<file path="src/rtl/lb_uart_pkg.sv">
// Shared UART definitions: widths, FSM encodings and the parity helper.
// Common to the transmitter and receiver; no logic of its own.
// No backpressure (constants and a pure function only).
package lb_uart_pkg;

    localparam int BAUD_W = 20;
    localparam int DATA_W = 8;

    typedef enum logic [2:0] {
        IDLE,
        START,
        DATA,
        PARITY,
        STOP
    } uart_state_t;

    // Parity covers only the bits actually sent; bit 7 is dropped in 7-bit mode.
    function automatic logic calc_parity(input logic [DATA_W-1:0] d,
                                         input logic              bit8,
                                         input logic              odd_n_even);
        logic [DATA_W-1:0] m;
        m = bit8 ? d : {1'b0, d[DATA_W-2:0]};
        return (^m) ^ odd_n_even;
    endfunction

endpackage

</file>
<file path="src/rtl/lb_uart_baud_gen.sv">
// Reloadable bit-period counter: tick marks the last clock of each bit period.
// Latency: tick is combinational from the count; a period is terminal+1 clocks.
// No backpressure; counter rests at zero while en is low.
module lb_uart_baud_gen
    import lb_uart_pkg::*;
(
    input  logic              clk,
    input  logic              reset,
    input  logic              en,
    input  logic              restart,
    input  logic [BAUD_W-1:0] terminal,
    output logic              tick
);

    logic [BAUD_W-1:0] cnt;

    assign tick = en && (cnt == terminal);

    always_ff @(posedge clk or posedge reset) begin
        if (reset) begin
            cnt <= '0;
        end else if (!en || restart || tick) begin
            cnt <= '0;
        end else begin
            cnt <= cnt + BAUD_W'(1);
        end
    end

endmodule

</file>
<file path="src/rtl/lb_uart_tx_core.sv">
// UART transmitter: start bit, 7/8 data bits LSB first, optional parity, one stop bit.
// Latency: tx drops to the start bit on the edge that accepts load.
// Backpressure: tx_rdy low for the whole frame; loads seen while busy are dropped.
module lb_uart_tx_core
    import lb_uart_pkg::*;
(
    input  logic              clk,
    input  logic              reset,
    input  logic [BAUD_W-1:0] baud_value,
    input  logic              bit8,
    input  logic              parity_en,
    input  logic              odd_n_even,
    input  logic              cs,
    input  logic              load,
    input  logic [DATA_W-1:0] data_in,
    output logic              tx,
    output logic              tx_rdy,
    output logic              done
);

    uart_state_t       state, state_nxt;
    logic [BAUD_W-1:0] baud_lat;
    logic              bit8_lat;
    logic              par_en_lat;
    logic              par_bit;
    logic [DATA_W-1:0] shift, shift_nxt;
    logic [2:0]        data_cnt, data_cnt_nxt;
    logic              tx_q, tx_nxt;
    logic              accept;
    logic              tick;
    logic [2:0]        last_data;

    assign tx_rdy    = (state == IDLE);
    assign accept    = cs && load && tx_rdy;
    assign done      = (state == STOP) && tick;
    assign tx        = tx_q;
    assign last_data = bit8_lat ? 3'd7 : 3'd6;

    lb_uart_baud_gen u_baud_gen (
        .clk      (clk),
        .reset    (reset),
        .en       (state != IDLE),
        .restart  (accept),
        .terminal (baud_lat),
        .tick     (tick)
    );

    always_ff @(posedge clk or posedge reset) begin
        if (reset) begin
            state    <= IDLE;
            shift    <= '0;
            data_cnt <= '0;
            tx_q     <= 1'b1;
        end else begin
            state    <= state_nxt;
            shift    <= shift_nxt;
            data_cnt <= data_cnt_nxt;
            tx_q     <= tx_nxt;
        end
    end

    // Frame configuration is frozen at acceptance so input changes mid-frame are harmless.
    always_ff @(posedge clk or posedge reset) begin
        if (reset) begin
            baud_lat   <= '0;
            bit8_lat   <= 1'b0;
            par_en_lat <= 1'b0;
            par_bit    <= 1'b0;
        end else if (accept) begin
            baud_lat   <= baud_value;
            bit8_lat   <= bit8;
            par_en_lat <= parity_en;
            par_bit    <= calc_parity(data_in, bit8, odd_n_even);
        end
    end

    always_comb begin
        state_nxt    = state;
        shift_nxt    = shift;
        data_cnt_nxt = data_cnt;
        tx_nxt       = tx_q;
        case (state)
            IDLE: begin
                tx_nxt = 1'b1;
                if (accept) begin
                    state_nxt    = START;
                    tx_nxt       = 1'b0;
                    shift_nxt    = data_in;
                    data_cnt_nxt = '0;
                end
            end
            START: begin
                if (tick) begin
                    state_nxt = DATA;
                    tx_nxt    = shift[0];
                end
            end
            DATA: begin
                if (tick) begin
                    if (data_cnt == last_data) begin
                        data_cnt_nxt = '0;
                        if (par_en_lat) begin
                            state_nxt = PARITY;
                            tx_nxt    = par_bit;
                        end else begin
                            state_nxt = STOP;
                            tx_nxt    = 1'b1;
                        end
                    end else begin
                        data_cnt_nxt = data_cnt + 3'd1;
                        shift_nxt    = shift >> 1;
                        tx_nxt       = shift[1];
                    end
                end
            end
            PARITY: begin
                if (tick) begin
                    state_nxt = STOP;
                    tx_nxt    = 1'b1;
                end
            end
            STOP: begin
                if (tick) begin
                    state_nxt = IDLE;
                    tx_nxt    = 1'b1;
                end
            end
            default: begin
                state_nxt = IDLE;
                tx_nxt    = 1'b1;
            end
        endcase
    end

endmodule

</file>
<file path="config.mk">
export PLATFORM = sky130hd
export DESIGN_NAME = lb_uart_tx_core
export DESIGN_NICKNAME = d
export VERILOG_FILES = /design/src/rtl/lb_uart_pkg.sv /design/src/rtl/lb_uart_baud_gen.sv /design/src/rtl/lb_uart_tx_core.sv
export SDC_FILE = /design/constraint.sdc
export NUM_CORES = 1
export LEC_CHECK = 0
export ABC_AREA = 1
export CORE_UTILIZATION = 35
export DETAILED_ROUTE_END_ITERATION = 10
export HOLD_SLACK_MARGIN = 0.08
export PLACE_DENSITY = 0.64
export SLEW_MARGIN = 20
export SYNTH_ARGS = -nofsm -noshare
export SYNTH_HDL_FRONTEND = slang
export SYNTH_SLANG_ARGS = --single-unit
export TNS_END_PERCENT = 10
</file>
<file path="constraint.sdc">
create_clock -name clk -period 4.6 [get_ports clk]
set_input_delay 0.92 -clock clk [delete_from_list [all_inputs] [get_ports clk]]
set_output_delay 0.92 -clock clk [all_outputs]
set_load 0.03 [all_outputs]
</file>
## After elaboration in Yosys (flattened, before gate mapping)

Cells that the tools add are included.

- $add $sub $neg: 2
- Multiply operators: 0
- Div/mod/pow operators: 0
- $lt $le $gt $ge: 0
- Equal/unequal tests: 14
- Shifts and indexed selects: 0
- Muxes and demuxes: 26
- Bitwise logic cells: 1
- Reduce and logical (&&, ||, !) cells: 16

Operators with widths:

| cell | count |
|---|---|
| 8-bit two-way mux | 4 |
| 3-bit two-way mux | 10 |
| 20-bit by 1-bit adder with 20-bit output (second input constant) | 1 |
| 20-bit equality test | 1 |
| 20-bit two-way mux | 1 |
| 8-bit one-hot mux with 2 select lines | 1 |
| 3-bit one-hot mux with 5 select lines | 1 |
| 2-bit != test (second input constant) | 6 |
| 8-bit XOR reduction | 1 |
| 1-bit two-way mux | 7 |
| 3-bit by 2-bit equality test with 1-bit output (second input constant) | 2 |
| 3-bit one-hot mux with 2 select lines | 1 |
| 3-bit AND reduction | 2 |
| 6-bit AND reduction | 1 |
| 1-bit logical AND | 4 |
| 2-bit by 1-bit != test with 1-bit output (second input constant) | 2 |
| 1-bit one-hot mux with 4 select lines | 1 |
| 4-bit AND reduction | 1 |
| 3-bit by 1-bit adder with 3-bit output (second input constant) | 1 |
| 3-bit by 1-bit equality test with 1-bit output (second input constant) | 1 |
| 3-bit equality test | 1 |
| 3-bit equality test (second input constant) | 1 |
| 3-bit zero test | 1 |
| 3-bit nonzero test | 1 |
| other kinds (5) | 6 |

- Bits in registers: 58
- Latch bits: 0
- Bits in writable memories: 0
- ROM bits: 0
- Output and inout port bits: 3
- Word-level logic and storage cells: 68
- Memories kept: 0

## Logic depth before layout (Yosys ltp)

Gate-level depths: netlist of the first run.

- Depth in word-level cells: 5
- Depth in mapped cells: 11

## Hierarchy

From an unflattened synthesis of the first run, not the netlist that was laid out.

- Cell total of the unflattened synthesis: 475
- Area total of the unflattened synthesis: 3324.4 um^2

Modules (own cells, without submodules):

| module | instances | cells an instance | area an instance (um^2) | seq. area each (um^2) |
|---|---|---|---|---|
| lb_uart_tx_core | 1 | 245 | 1876.8 | 952.2 |
| lb_uart_baud_gen | 1 | 230 | 1447.6 | 500.5 |

## Worst setup path after synthesis of the first run

No wires, ideal clock.

- Path type: register to output
- From: register state[0]
- To: output port done
- Arrival time: 1.409 ns
- Required time: 3.680 ns
- Path slack: 2.271 ns
- Stages on the path, launching flop included: 9
- Path buffers: 0
- Cells stage by stage: dfrtp_1 > inv_2 > nand2_1 > nor2_2 > inv_2 > nand4_1 > nor2_1 > nand4_1 > nor2_1

- Cells in the longest elaborated chain, start to end: 3

Ends and longest elaborated chain:

| what | line | text |
|---|---|---|
| start: declaration | lb_uart_tx_core.sv:21 | `uart_state_t state, state_nxt;` |
| start signal: assignment | lb_uart_tx_core.sv:55 | `state <= state_nxt;` |
| 3-bit nonzero test | lb_uart_tx_core.sv:42 | `.en (state != IDLE),` |
| 1-bit logical AND | lb_uart_baud_gen.sv:17 | `assign tick = en && (cnt == terminal);` |
| 1-bit logical AND (*) | lb_uart_tx_core.sv:35 | `assign done = (state == STOP) && tick;` |
| end: declaration | lb_uart_tx_core.sv:18 | `output logic done` |

Mark *: on every way between the ends. The rest lies on a longest branch, timed or not.

## Worst setup path in the final report of the first run

Same ends and word-level chain as after synthesis.

==> results of run 1 <==
## cell usage in the layout (no fill, tap or decap), drive strengths merged
cell	n
dfrtp	57
bufinv	1
nor3	6
buf	2
nand3b	1
nor4	2
clkinvlp	1
clkdlybuf4s50	37
o21ai	26
clkinv	3
nor2	53
a21oi	5
o211ai	1
nand3	32
ha	2
inv	58
dfstp	1
nor3b	3
xnor2	8
nand4	7
clkbuf	11
nand2	179
xor2	13
or2	1
## sequential cells by signal, summed over array words and instances (netlist names)
register,count
baud_lat,20
bit8_lat,1
par_bit,1
tx,1
u_baud_gen.cnt,20
shift,8
data_cnt,3
par_en_lat,1
state,3
## layer usage
layer / wire length (um) / global-route usage / up-vias
li1: - / - / 1513
met1: 3626 / 0.2129 / 1392
met2: 3726 / 0.2997 / 55
met3: 383 / 0.04989 / 10
met4: 83 / 0.04751 / 0
met5: 0 / 0 / -
## final cells by class
class                   instances  area, um^2  area share
flip-flops and latches         58        1453      0.3610
repair buffers                 39       385.4     0.09577
multi-input cells             339        1603      0.3983
inverters                      58       217.7     0.05410
clock inverters                 5       52.55     0.01306
clock buffers                  11       151.4     0.03762
well taps                     129       161.4     0.04011
## per-stage QoR
step | total power (W) | util | setup WS (ns)
2_1_floorplan | 0.001390 | - | 2.254
3_3_place_gp | 0.001572 | 0.4134 | 1.773
3_5_place_dp | 0.001590 | 0.4134 | 1.759
4_1_cts | 0.002086 | 0.4355 | 1.368
5_1_grt | 0.002244 | 0.4355 | 1.300
6_report | 0.002067 | 0.4355 | 1.368
## critical path: cells and delay by family, from the launching register on
family,cells,cell delay (ns)
buf+inv,3,0.90
simple gates,6,0.62
flops,1,0.44
## worst max-delay path by stage
stage	startpoint	end	slack [ns]
6_report	state[0]	done	1.37
3_3_place_gp	state[0]	done	1.77
4_1_cts	state[0]	done	1.37
3_5_place_dp	state[0]	done	1.76
5_1_grt	state[0]	done	1.30
2_1_floorplan	reset	baud_lat[0]	2.25
## cell families after synthesis
group,after synthesis
simple gates,284
flops,58
buf+inv,66
compound gates,32
xor+xnor,21
fa+ha+maj,2
## where the power goes
group / total, W / switching (W) / internal (W)
Sequential: 0.000791 / 0.000115 / 0.000676
Combinational: 0.000786 / 0.000509 / 0.000278
Clock: 0.000489 / 0.000213 / 0.000277
Total: 0.00207 / 0.000836 / 0.00123
==> results.toml, run 1 <==
[status]
status = "complete, no violations"

[worst_setup_path]
endpoint_kind = "output pin"
rr_startpoint = "state[2]"
worst-setup-path-type = "register to output pin"
r2r_setup_slack_ns = 2.44
slowest_delay_ns = 0.69
worstSetupStartpointType = "register"
r2r_cells = 10
worst_ep_arrival_time_ns = 2.31
reg2reg_to = "shift[1]"
crit_slowest_cell = "clkdlybuf4s50_1"
crit_required_ns = 3.68
crit_chain = "inv_2, nand2_1, nor2_2, inv_2, nand4_1, nor2_1, nand4_1, nor2_1, clkdlybuf4s50_1"
path_max_fanout = 5

[detailed_routing]
wire_per_inst_um = 12.24
firstDrtPassIters = 4
routed_wl_um = 7820
antenna_left = 0
drcViolationCount = 0
drt_iter0_markers = 162
vias = 2970
via_per_inst = 4.648

[timing]
hold_viol = 0
min_period_over_period = 0.7025
fmax_mhz = 309.4
whs_ns = 0.4766
setup_viol = 0
rsz0062_at_grt = "false"
skew_ns = 0.01200
min_period_ns = 3.232
tightest_slew_ns = 0.7165
relSlewSlack = 0.5216
slew_viol_final = 0
finalSetupTns_ns = 0

[synthesis]
ys_ff_latch = 58
synthCells = 463
ys_warn_count = 0
netlist_area_um2 = 3333
yosysMostFrequentCell = "nand2_1"
synthTopCellsByArea = "dfrtp_1 (43%), nand2_1 (19%), inv_1 (5.9%)"
synth_async_sr_flop_share = 1.000
synth_top_family_by_area = "simple AND/OR/NAND/NOR gates"
synth_compound_area_frac = 0.04880
synth-main-ff-cell = "dfrtp_1"
synth_adder_area_share = 0.007508
synthXorXnorAreaFrac = 0.05518
synth_nets = 500
yosysTopAreaCellShare = 0.4279
synthSimpleGateAreaFrac = 0.3694
synthTopCellsByCount = "nand2_1 (171), dfrtp_1 (57), inv_1 (52), nor2_1 (46), nand3_1 (30)"
synth-edff-count = 0
synthMuxAreaShare = 0
yosys.cell_types.count = 28
synth.avg_cell_area_um2 = 7.199
seq_area_frac_synth = 0.4358
yosysTopAreaCell = "dfrtp_1"

[global_routing]
grt-ovfl-total = 0
grt_pass1_wl_um = 13570
first_global_vias = 3011
grt_usage = 0.1741
grt_max_degree = 34
antenna_found_initial = 0

[placed_design]
dpl.hpwl_um = 5811
numPortBuffers = 37
placed_area_um2 = 3820
gp_congestion = 0.8660
placedCellCount = 623

[clock_network]
cts_max_path_buffers = 2
cts_tree = "built"
cts.reportedPaths.clkPinSlew_ns = 0.08
clock_latency_ns = 0.35
cts.sinks = 58
h-tree-depth = 3
post-cts-setup-buffer-count = 0
cts-hold-fix-buffers = 0
cts_buffers = 9
postCtsResizedCells = 0
cts_root_buffer = "clkbuf_8"

[floorplan]
die_area_um2 = 9918
pin_count = 38
die_y_um = 99.59
core_area_um2 = 9240
row_count = 35
start_util = 0.3607
dieWidth_um = 99.59

[power]
power_leakage_nw = 1.911
powerDensity_nw_per_um2 = 513.6
ir_worst_vdd_mv = 0.2808

[cells_and_area]
syn2layout_area_growth_pct = 20.72
drive_gt1_frac = 0.08627
instances_no_fill = 639
fin_nets = 542
design_area_um2 = 4024
antenna_cells = 0
n_fill_cell = 932

[min_path]
min_path_type = "register to register"
hold_start = "shift[5]"
hold_path_end = "shift[5]"
worstHoldPathCells = 2

[run]
drv_cap = 0
Power figures use the tool's default switching activity.
==> run 2, diff against run 1 <==
==> constraint.sdc (replaced) <==
create_clock -name clk -period 3.15 [get_ports clk]
set_input_delay 0.63 -clock clk [delete_from_list [all_inputs] [get_ports clk]]
set_output_delay 0.63 -clock clk [all_outputs]
set_load 0.03 [all_outputs]
==> results.toml, run 2 (synthesis gave the netlist of run 1 again) <==
[status]
status = "complete, no violations"

[detailed_routing]
via_per_inst = 4.582
routed_wl_um = 7459
firstDrtPassIters = 4
drt_iter0_markers = 94
antenna_left = 0
vias = 2928
drcViolationCount = 0
wire_per_inst_um = 11.67

[worst_setup_path]
endpoint_kind = "output pin"
worst-setup-path-type = "register to output pin"
r2r_setup_slack_ns = 1.06
path_max_fanout = 5
worstSetupStartpointType = "register"
crit_path_start = "state[0]"
rr_startpoint = "state[2]"
worst_ep_arrival_time_ns = 2.27
crit_required_ns = 2.52

[cells_and_area]
n_fill_cell = 931
drive_gt1_frac = 0.08431
final_cell_mix = "nand2_1 (171), dfrtp_1 (57), inv_1 (51)"
antenna_cells = 0
fin_nets = 543
syn2layout_area_growth_pct = 20.95
layout_commonest_cell = "nand2_1"
top_regs = "baud_lat: 20 flops, u_baud_gen.cnt: 20 flops, shift: 8 flops"

[timing]
hold_viol = 0
rsz0062_at_grt = "false"
finalSetupTns_ns = 0
fmax_mhz = 344.9
min_period_over_period = 0.9206
relSlewSlack = 0.5009
tightest_slew_ns = 0.7486
setup_viol = 0
slew_viol_final = 0
skew_ns = 0.004701
min_period_ns = 2.900
setup_ws_ns = 0.2502

[global_routing]
first_global_vias = 2785
grt_max_degree = 59
antenna_found_initial = 0
grt_usage = 0.1641
grt-ovfl-total = 0
grt_pass1_wl_um = 12730

[power]
clockPowerShare = 0.236
powerDensity_nw_per_um2 = 747.2
power_frac_seq = 0.383
power.net_switching_w = 0.001191
ir_worst_vdd_mv = 0.3553
power_leakage_nw = 1.917
power_frac_comb = 0.381
p_int_w = 0.001821
p_sw_frac = 0.3954

[clock_network]
cts.reportedPaths.clkPinSlew_ns = 0.06
cts_max_path_buffers = 2
postCtsResizedCells = 0
post-cts-setup-buffer-count = 0
cts_root_buffer = "clkbuf_8"
clock_latency_ns = 0.33
cts_buffers = 9
cts.sinks = 58
cts_tree = "built"
h-tree-depth = 3
cts-hold-fix-buffers = 0

[floorplan]
die_y_um = 99.59
core_area_um2 = 9240
start_util = 0.3607
die_area_um2 = 9918
pin_count = 38
row_count = 35
dieWidth_um = 99.59

[placed_design]
numPortBuffers = 37
dpl.hpwl_um = 5495
dp_slack_ns = 0.6180
gp_congestion = 0.8372

[run]
drv_cap = 0

[min_path]
min_path_type = "register to register"
hold_start = "shift[4]"
## run 2: cell count changes in the layout (fill, tap and decap cells not counted), sizes merged
cell      previous run  this run
buf                  2         3
clkinvlp             1         0
clkbuf              11        13
clkinv               3         1
## run 2: worst max-delay path, cell delays in order (launching register included)
cell             delay [ns]
dfrtp_1                0.43
inv_2                  0.07
nand2_1                0.08
nor2_2                 0.06
inv_2                  0.13
nand4_1                0.11
nor2_1                 0.10
nand4_1                0.14
nor2_1                 0.15
clkdlybuf4s50_1        0.69
## run 2: metrics by stage
stage | cell area (um^2) | total power (W) | instances | utilization | hold WS (ns)
after CTS | 4031 | 0.003042 | 639 | 0.4363 | 0.4770
final | 4031 | 0.003012 | 639 | 0.4363 | 0.4756
after global routing | 4031 | 0.003273 | 639 | 0.4363 | 0.4916
after global placement | 3827 | 0.002296 | 624 | 0.4142 | 0.4551
after detailed placement | 3827 | 0.002313 | 624 | 0.4142 | 0.4625
after floorplan | 3333 | 0.002030 | 463 | - | 0.4366
## run 2: final timing paths
kind	end	cells after the start
max	done	9
min	shift[4]	2
max reg2reg	shift[0]	10
min reg2reg	shift[4]	2
max in group asynchronous	baud_lat[14]	3
min in group asynchronous	baud_lat[1]	3
## run 2: cell type report
type	instances	area, um^2	share of cell area
Multi-Input combinational cell	339	1603	0.3976
Clock inverter	2	35.03	0.008690
Inverter	58	217.7	0.05400
Tap cell	129	161.4	0.04004
Timing Repair Buffer	40	392.9	0.09745
Sequential cell	58	1453	0.3603
Clock buffer	13	168.9	0.04190
## run 2: power groups by stage
stage | Sequential [W] | Combinational, W | Clock [W]
finish | 0.00115 | 0.00115 | 0.000710
global route | 0.00118 | 0.00133 | 0.000764
CTS | 0.00115 | 0.00116 | 0.000729
detailed placement | 0.00116 | 0.00115 | 0
global placement | 0.00116 | 0.00113 | 0
floorplan | 0.00113 | 0.000900 | 0
## run 2: metal layers
metal  vias to the layer above  GRT usage  wire, um
met1                      1354     0.2165      3557
met2                        51     0.2639      3515
met5                         -          0         0
li1                       1518          -         -
met4                         0    0.03959        49
met3                         5    0.04989       335
